<file path="src/rtl/l1_mem_pkg.sv">
// Shared definitions for the L1 memory-side Wishbone arbitration blocks.
// Master indices, FSM encoding and default bus widths.
package l1_mem_pkg;

    localparam int unsigned L1_ADDR_W = 32;
    localparam int unsigned L1_DATA_W = 32;
    localparam int unsigned L1_BL_W   = 10;
    localparam int unsigned L1_NUM_M  = 3;

    localparam logic [1:0] M_ICACHE = 2'd0;
    localparam logic [1:0] M_DCACHE = 2'd1;
    localparam logic [1:0] M_OTHERS = 2'd2;
    localparam logic [1:0] M_NONE   = 2'd3;

    typedef enum logic [1:0] {
        ST_IDLE = 2'd0,
        ST_BUSY = 2'd1,
        ST_DONE = 2'd2
    } state_e;

endpackage

</file>
<file path="src/rtl/rr_arbiter3.sv">
// Combinational three-way round-robin picker: scans from the master after
// last_grant and returns the first requester, one-hot and encoded.
module rr_arbiter3
    import l1_mem_pkg::*;
(
    input  logic [2:0] req,
    input  logic [1:0] last_grant,
    output logic [2:0] gnt_oh,
    output logic [1:0] gnt_idx
);

    logic [1:0] first;
    logic [2:0] sum;
    logic [1:0] idx;
    logic       found;

    always_comb begin
        first   = (last_grant >= M_OTHERS) ? M_ICACHE : last_grant + 2'd1;
        gnt_oh  = '0;
        gnt_idx = M_NONE;
        found   = 1'b0;
        sum     = '0;
        idx     = '0;
        for (int unsigned k = 0; k < 3; k++) begin
            sum = 3'(first) + 3'(k);
            idx = (sum >= 3'd3) ? 2'(sum - 3'd3) : 2'(sum);
            if (!found && req[idx]) begin
                found   = 1'b1;
                gnt_oh  = 3'b001 << idx;
                gnt_idx = idx;
            end
        end
    end

endmodule

</file>
<file path="src/rtl/l1_mem_burst_arbiter.sv">
// Three-master to one-slave Wishbone burst arbiter (icache, dcache, others).
// Ownership is held for a whole transaction, selection is round-robin.
module l1_mem_burst_arbiter
    import l1_mem_pkg::*;
#(
    parameter  int unsigned ADDR_W = L1_ADDR_W,
    parameter  int unsigned DATA_W = L1_DATA_W,
    parameter  int unsigned BL_W   = L1_BL_W,
    parameter  int unsigned NUM_M  = L1_NUM_M,
    localparam int unsigned SEL_W  = DATA_W / 8
)(
    input  logic              clk,
    input  logic              reset,

    input  logic              m0_cyc_i,
    input  logic              m0_stb_i,
    input  logic [ADDR_W-1:0] m0_adr_i,
    input  logic [BL_W-1:0]   m0_bl_i,
    input  logic              m0_bry_i,
    output logic              m0_ack_o,
    output logic [DATA_W-1:0] m0_dat_o,

    input  logic              m1_cyc_i,
    input  logic              m1_stb_i,
    input  logic              m1_we_i,
    input  logic [ADDR_W-1:0] m1_adr_i,
    input  logic [DATA_W-1:0] m1_dat_i,
    input  logic [SEL_W-1:0]  m1_sel_i,
    input  logic [BL_W-1:0]   m1_bl_i,
    input  logic              m1_bry_i,
    output logic              m1_ack_o,
    output logic [DATA_W-1:0] m1_dat_o,

    input  logic              m2_cyc_i,
    input  logic              m2_stb_i,
    input  logic              m2_we_i,
    input  logic [ADDR_W-1:0] m2_adr_i,
    input  logic [DATA_W-1:0] m2_dat_i,
    input  logic [SEL_W-1:0]  m2_sel_i,
    output logic              m2_ack_o,
    output logic [DATA_W-1:0] m2_dat_o,

    output logic              s_cyc_o,
    output logic              s_stb_o,
    output logic              s_we_o,
    output logic [ADDR_W-1:0] s_adr_o,
    output logic [DATA_W-1:0] s_dat_o,
    output logic [SEL_W-1:0]  s_sel_o,
    output logic [BL_W-1:0]   s_bl_o,
    output logic              s_bry_o,
    input  logic              s_ack_i,
    input  logic [DATA_W-1:0] s_dat_i,

    output logic [1:0]        grant_o
);

    state_e          state;
    state_e          state_nxt;
    logic [1:0]      grant_nxt;
    logic [1:0]      last_grant;
    logic [1:0]      last_grant_nxt;
    logic [BL_W-1:0] beat_cnt;
    logic [BL_W-1:0] beat_cnt_nxt;
    logic [BL_W-1:0] load_cnt;
    logic [NUM_M-1:0] req;
    logic [2:0]      win_oh;
    logic [1:0]      win_idx;
    logic            busy;

    assign req = {m2_cyc_i & m2_stb_i, m1_cyc_i & m1_stb_i, m0_cyc_i & m0_stb_i};

    rr_arbiter3 u_rr (
        .req        (req),
        .last_grant (last_grant),
        .gnt_oh     (win_oh),
        .gnt_idx    (win_idx)
    );

    // Beat count for the winner; a zero length is still one beat.
    always_comb begin
        load_cnt = BL_W'(1);
        case (win_idx)
            M_ICACHE: if (m0_bl_i != '0) load_cnt = m0_bl_i;
            M_DCACHE: if (m1_bl_i != '0) load_cnt = m1_bl_i;
            default:  load_cnt = BL_W'(1);
        endcase
    end

    always_ff @(posedge clk) begin
        if (reset) begin
            state      <= ST_IDLE;
            grant_o    <= M_NONE;
            last_grant <= M_OTHERS;
            beat_cnt   <= '0;
        end else begin
            state      <= state_nxt;
            grant_o    <= grant_nxt;
            last_grant <= last_grant_nxt;
            beat_cnt   <= beat_cnt_nxt;
        end
    end

    always_comb begin
        state_nxt      = state;
        grant_nxt      = grant_o;
        last_grant_nxt = last_grant;
        beat_cnt_nxt   = beat_cnt;
        case (state)
            ST_IDLE: begin
                if (|win_oh) begin
                    grant_nxt    = win_idx;
                    beat_cnt_nxt = load_cnt;
                    state_nxt    = ST_BUSY;
                end
            end
            ST_BUSY: begin
                if (s_ack_i && beat_cnt != '0) begin
                    beat_cnt_nxt = beat_cnt - BL_W'(1);
                end
                if (s_ack_i && beat_cnt == BL_W'(1)) begin
                    state_nxt      = ST_DONE;
                    grant_nxt      = M_NONE;
                    last_grant_nxt = grant_o;
                end else if (!s_cyc_o) begin
                    // owner abandoned the transaction before its last beat
                    state_nxt = ST_DONE;
                    grant_nxt = M_NONE;
                end
            end
            ST_DONE: state_nxt = ST_IDLE;
            default: state_nxt = ST_IDLE;
        endcase
    end

    // Slave-side mux and ack/data return; everything idles at zero.
    assign busy = (state == ST_BUSY) && !reset;

    always_comb begin
        s_cyc_o  = 1'b0;
        s_stb_o  = 1'b0;
        s_we_o   = 1'b0;
        s_adr_o  = '0;
        s_dat_o  = '0;
        s_sel_o  = '0;
        s_bl_o   = '0;
        s_bry_o  = 1'b0;
        m0_ack_o = 1'b0;
        m1_ack_o = 1'b0;
        m2_ack_o = 1'b0;
        m0_dat_o = '0;
        m1_dat_o = '0;
        m2_dat_o = '0;
        if (busy) begin
            case (grant_o)
                M_ICACHE: begin
                    s_cyc_o  = m0_cyc_i;
                    s_stb_o  = m0_stb_i;
                    s_adr_o  = m0_adr_i;
                    s_sel_o  = '1;
                    s_bl_o   = m0_bl_i;
                    s_bry_o  = m0_bry_i;
                    m0_ack_o = s_ack_i;
                    m0_dat_o = s_dat_i;
                end
                M_DCACHE: begin
                    s_cyc_o  = m1_cyc_i;
                    s_stb_o  = m1_stb_i;
                    s_we_o   = m1_we_i;
                    s_adr_o  = m1_adr_i;
                    s_dat_o  = m1_dat_i;
                    s_sel_o  = m1_sel_i;
                    s_bl_o   = m1_bl_i;
                    s_bry_o  = m1_bry_i;
                    m1_ack_o = s_ack_i;
                    m1_dat_o = s_dat_i;
                end
                M_OTHERS: begin
                    s_cyc_o  = m2_cyc_i;
                    s_stb_o  = m2_stb_i;
                    s_we_o   = m2_we_i;
                    s_adr_o  = m2_adr_i;
                    s_dat_o  = m2_dat_i;
                    s_sel_o  = m2_sel_i;
                    s_bl_o   = BL_W'(1);
                    s_bry_o  = 1'b1;
                    m2_ack_o = s_ack_i;
                    m2_dat_o = s_dat_i;
                end
                default: ;
            endcase
        end
    end

endmodule

</file>
<file path="config.mk">
export PLATFORM = sky130hd
export DESIGN_NAME = l1_mem_burst_arbiter
export DESIGN_NICKNAME = d
export VERILOG_FILES = /design/src/rtl/l1_mem_pkg.sv /design/src/rtl/rr_arbiter3.sv /design/src/rtl/l1_mem_burst_arbiter.sv
export SDC_FILE = /design/constraint.sdc
export NUM_CORES = 1
export LEC_CHECK = 0
export ABC_AREA = 1
export CAP_MARGIN = 20
export CORE_AREA = 5 5 158 160
export DETAILED_ROUTE_END_ITERATION = 8
export DIE_AREA = 0 0 163 165
export PLACE_DENSITY = 0.57
export SETUP_SLACK_MARGIN = 0.02
export SLEW_MARGIN = 30
export SYNTH_ARGS = -nofsm -noshare
export SYNTH_HDL_FRONTEND = slang
export SYNTH_SLANG_ARGS = --single-unit
</file>
<file path="constraint.sdc">
create_clock -name clk -period 5.7 [get_ports clk]
set_clock_uncertainty 0.2 [all_clocks]
set_input_delay 0.57 -clock clk [delete_from_list [all_inputs] [get_ports clk]]
set_output_delay 0.57 -clock clk [all_outputs]
set_load 0.05 [all_outputs]
</file>
==> flow_metrics.py <==
metrics = {
    "finish": {
        "antenna_cells": 0,
        "synthToLayoutAreaGrowth_pct": 139,
        "nets": 1323,
        "drive_gt1_share_pct": 3.15,
        "final_util_pct": 33.6,
    },
    "route": {
        "wl_met2_mm": 13.1,
        "drt-initial-drc-count": 330,
        "post_drt_wl_per_cell_um": 18.1,
        "antenna_left": 0,
        "route.met3.wl_mm": 1.91,
        "drt-met1-wl_mm": 9.59,
        "top_layer": "met5",
        "drt_first_pass_iters": 4,
        "drc": 0,
        "drt-total-wl_mm": 25.3,
        "viasPerCell": 4.22,
        "dr_total_vias": 5902,
    },
    "setup_path": {
        "worstPathMaxFanout": 34,
        "crit_chain": "clkdlybuf4s50_1 -> nor2_2 -> inv_2 -> nor2_2 -> inv_2 -> buf_4 -> a31oi_1 -> clkdlybuf4s50_1",
        "criticalPathCategory": "input port to output pin",
        "cp-end-kind": "output pin",
        "r2r_start": "last_grant[1]",
        "slowest_stage": "clkdlybuf4s50_1",
        "r2r_slack_ns": 3.01,
        "required_ns": 4.93,
        "arrival_ns": 3.21,
        "rr_endpoint": "beat_cnt[0]",
        "cpPeakStageDelay_ns": 0.85,
        "ff2ff_path_depth": 13,
        "setup.worst_path.start_class": "input port",
    },
    "yosys": {
        "synth.area.top_cells": "nand2_1, nor2_1, a21oi_1, dfxtp_1, inv_1",
        "synth_commonest_cells": "nand2_1, nor2_1, a21oi_1",
        "syn_inst": 697,
        "syn_nets": 938,
        "ys_seq_area_share_pct": 9.76,
        "ys.flop_type": "dfxtp_1",
        "synth_top_area_cell": "nand2_1",
        "yosys_warnings": 0,
        "synth.distinct_cells": 23,
        "postSynthAreaPerCell_um2": 4.71,
        "synth_edf_count": 0,
        "async_flop_share_pct": 0,
        "synthesis.area_um2": 3280,
        "synth-seq-cells": 16,
        "yosys.area.top_type_share_pct": 30.5,
        "yosysMostFrequentCell": "nand2_1",
    },
    "floorplan": {
        "die_area_um2": 26900,
        "row_count": 56,
        "dieHeight_um": 165,
        "coreArea_um2": 23300,
        "initial_core_util_pct": 14.1,
        "die_w_um": 163,
        "ios": 416,
    },
    "outcome": {
        "status": "finished, final reports clean",
    },
    "placed_design": {
        "dp_slack_ns": 1.71,
        "portBuffers": 415,
        "place_hpwl_mm": 21.4,
        "gp_congestion": 0.952,
    },
    "min_path": {
        "whs_path_depth": 2,
        "worst_hold_path.endpoint": "beat_cnt[5]",
        "hold_start": "beat_cnt[5]",
        "holdCritPathClass": "flop to flop",
    },
    "clock_network": {
        "cts_buffer_depth": 2,
        "holdBufCountCts": 0,
        "cts_setup_buffers": 0,
        "cts_tree": "done",
        "cts_root_buf": "clkbuf_16",
        "insertion_delay_ns": 0.25,
        "clk_pin_slew_ns": 0.05,
        "htreeDepth": 1,
        "clkSinkCount": 16,
        "cts_resized": 0,
        "cts_buffers": 3,
    },
    "timing": {
        "worstMarginPinSlew_ns": 0.799,
        "finalHoldViolCount": 0,
        "setup_ws_ns": 1.72,
        "min_period_ns": 3.98,
        "post-route-period-util_pct": 69.8,
        "relSlewSlack_pct": 46.7,
        "rsz0062_at_grt": "false",
        "timing.fmax_mhz": 251,
        "setup_viol": 0,
        "drv_slew": 0,
        "setup-tns-final_ns": 0,
    },
    "global_routing": {
        "grt_start_max_net_pins": 68,
        "grt_usage_pct": 16.8,
        "antenna_found_initial": 2,
        "overflow": 0,
        "grt_pass1_wl_mm": 35.1,
        "grt_pass1_vias": 5807,
    },
    "power": {
        "pwr-share-clk_pct": 15.2,
        "p_per_area_nw_per_um2": 130,
        "seqPwrFrac_pct": 14.9,
        "netSwitchingFraction_pct": 47.9,
        "vdd_drop_max_uv": 141,
        "p_leak_nw": 2.94,
        "intPower_uw": 528,
        "p_switching_uw": 486,
        "p_comb_share_pct": 69.9,
        "total_power_mw": 1.01,
    },
    "run": {
        "maxCapViolations": 0,
    },
}
[power groups by stage]
stage          Combinational [mW]  Sequential [mW]  Clock, mW
2_1_floorplan               0.382            0.158          0
5_1_grt                     0.773            0.153      0.162
4_1_cts                     0.715            0.151      0.156
3_5_place_dp                0.713            0.153          0
3_3_place_gp                0.714            0.153          0
6_report                    0.709            0.151      0.154
[stage by stage]
| step | cells | instance area (um^2) | hold slack, ns |
|---|---|---|---|
| global route | 1400 | 7830 | 0.353 |
| finish | 1400 | 7830 | 0.310 |
| global placement | 1396 | 7740 | 0.291 |
| detailed placement | 1396 | 7740 | 0.291 |
| CTS | 1400 | 7830 | 0.302 |
| floorplan | 697 | 3280 | 0.262 |
[layout make-up]
class,count,area (um^2)
clock buffers,4,88.8
fillers,2586,15400
flip-flops and latches,16,320
repair buffers,425,4230
well taps,319,399
inverters,69,259
multi-input cells,567,2530
[routing by layer]
layer	vias to the layer above	global-route usage, %
li1	2966	-
met1	2639	19.2
met2	249	30.9
met3	44	5.04
met4	4	3.77
met5	-	0
[registers in the layout, indices dropped and copies added (netlist names)]
| signal | count |
|---|---|
| beat_cnt | 10 |
| grant_o | 2 |
| last_grant | 2 |
| state | 2 |
[layout by cell type (no fill, tap or decap)]
cell type,instances
inv_2,7
o21ai_0,6
clkbuf_16,3
nor4_1,4
nor2_1,128
buf_4,10
o21ai_1,3
inv_1,62
dfxtp_1,16
a31oi_1,35
a221oi_1,6
nand4_1,4
nor2_2,4
ha_2,2
a21oi_1,65
o211ai_1,1
ha_1,5
nand2_1,267
nor2_4,2
clkdlybuf4s50_1,415
nand3_2,2
nand3_1,30
ha_4,1
clkbuf_8,1
nand2_2,2
[worst max-delay path, delay by kind of cell]
family	cells	cell delay [ns]
AOI/OAI and AO/OA	1	0.21
buffers and inverters	5	2.06
and+or+nand+nor	2	0.36
[how the worst max path moves through the flow]
stage / from / endpoint / slack (ns) / cells past startpoint
after floorplan: grant_o[0] / s_adr_o[10] / 2.51 / 6
after global placement: reset / s_adr_o[0] / 1.73 / 8
after detailed placement: reset / s_adr_o[0] / 1.71 / 8
after CTS: reset / s_adr_o[0] / 1.70 / 8
after global routing: reset / s_adr_o[0] / 1.57 / 8
final: reset / s_adr_o[0] / 1.72 / 8
[logic make-up (layout without fill, tap and decap cells)]
group | count (synthesis) | in the layout | synth area share [%]
DFF | 16 | 16 | 9.76
buffers and inverters | 114 | 498 | 13.7
AOI/OAI and AO/OA | 116 | 116 | 19.8
and+or+nand+nor | 443 | 443 | 53.7
adders and majority gates | 8 | 8 | 3.05
Note: power is estimated with default switching activity, not from simulation.
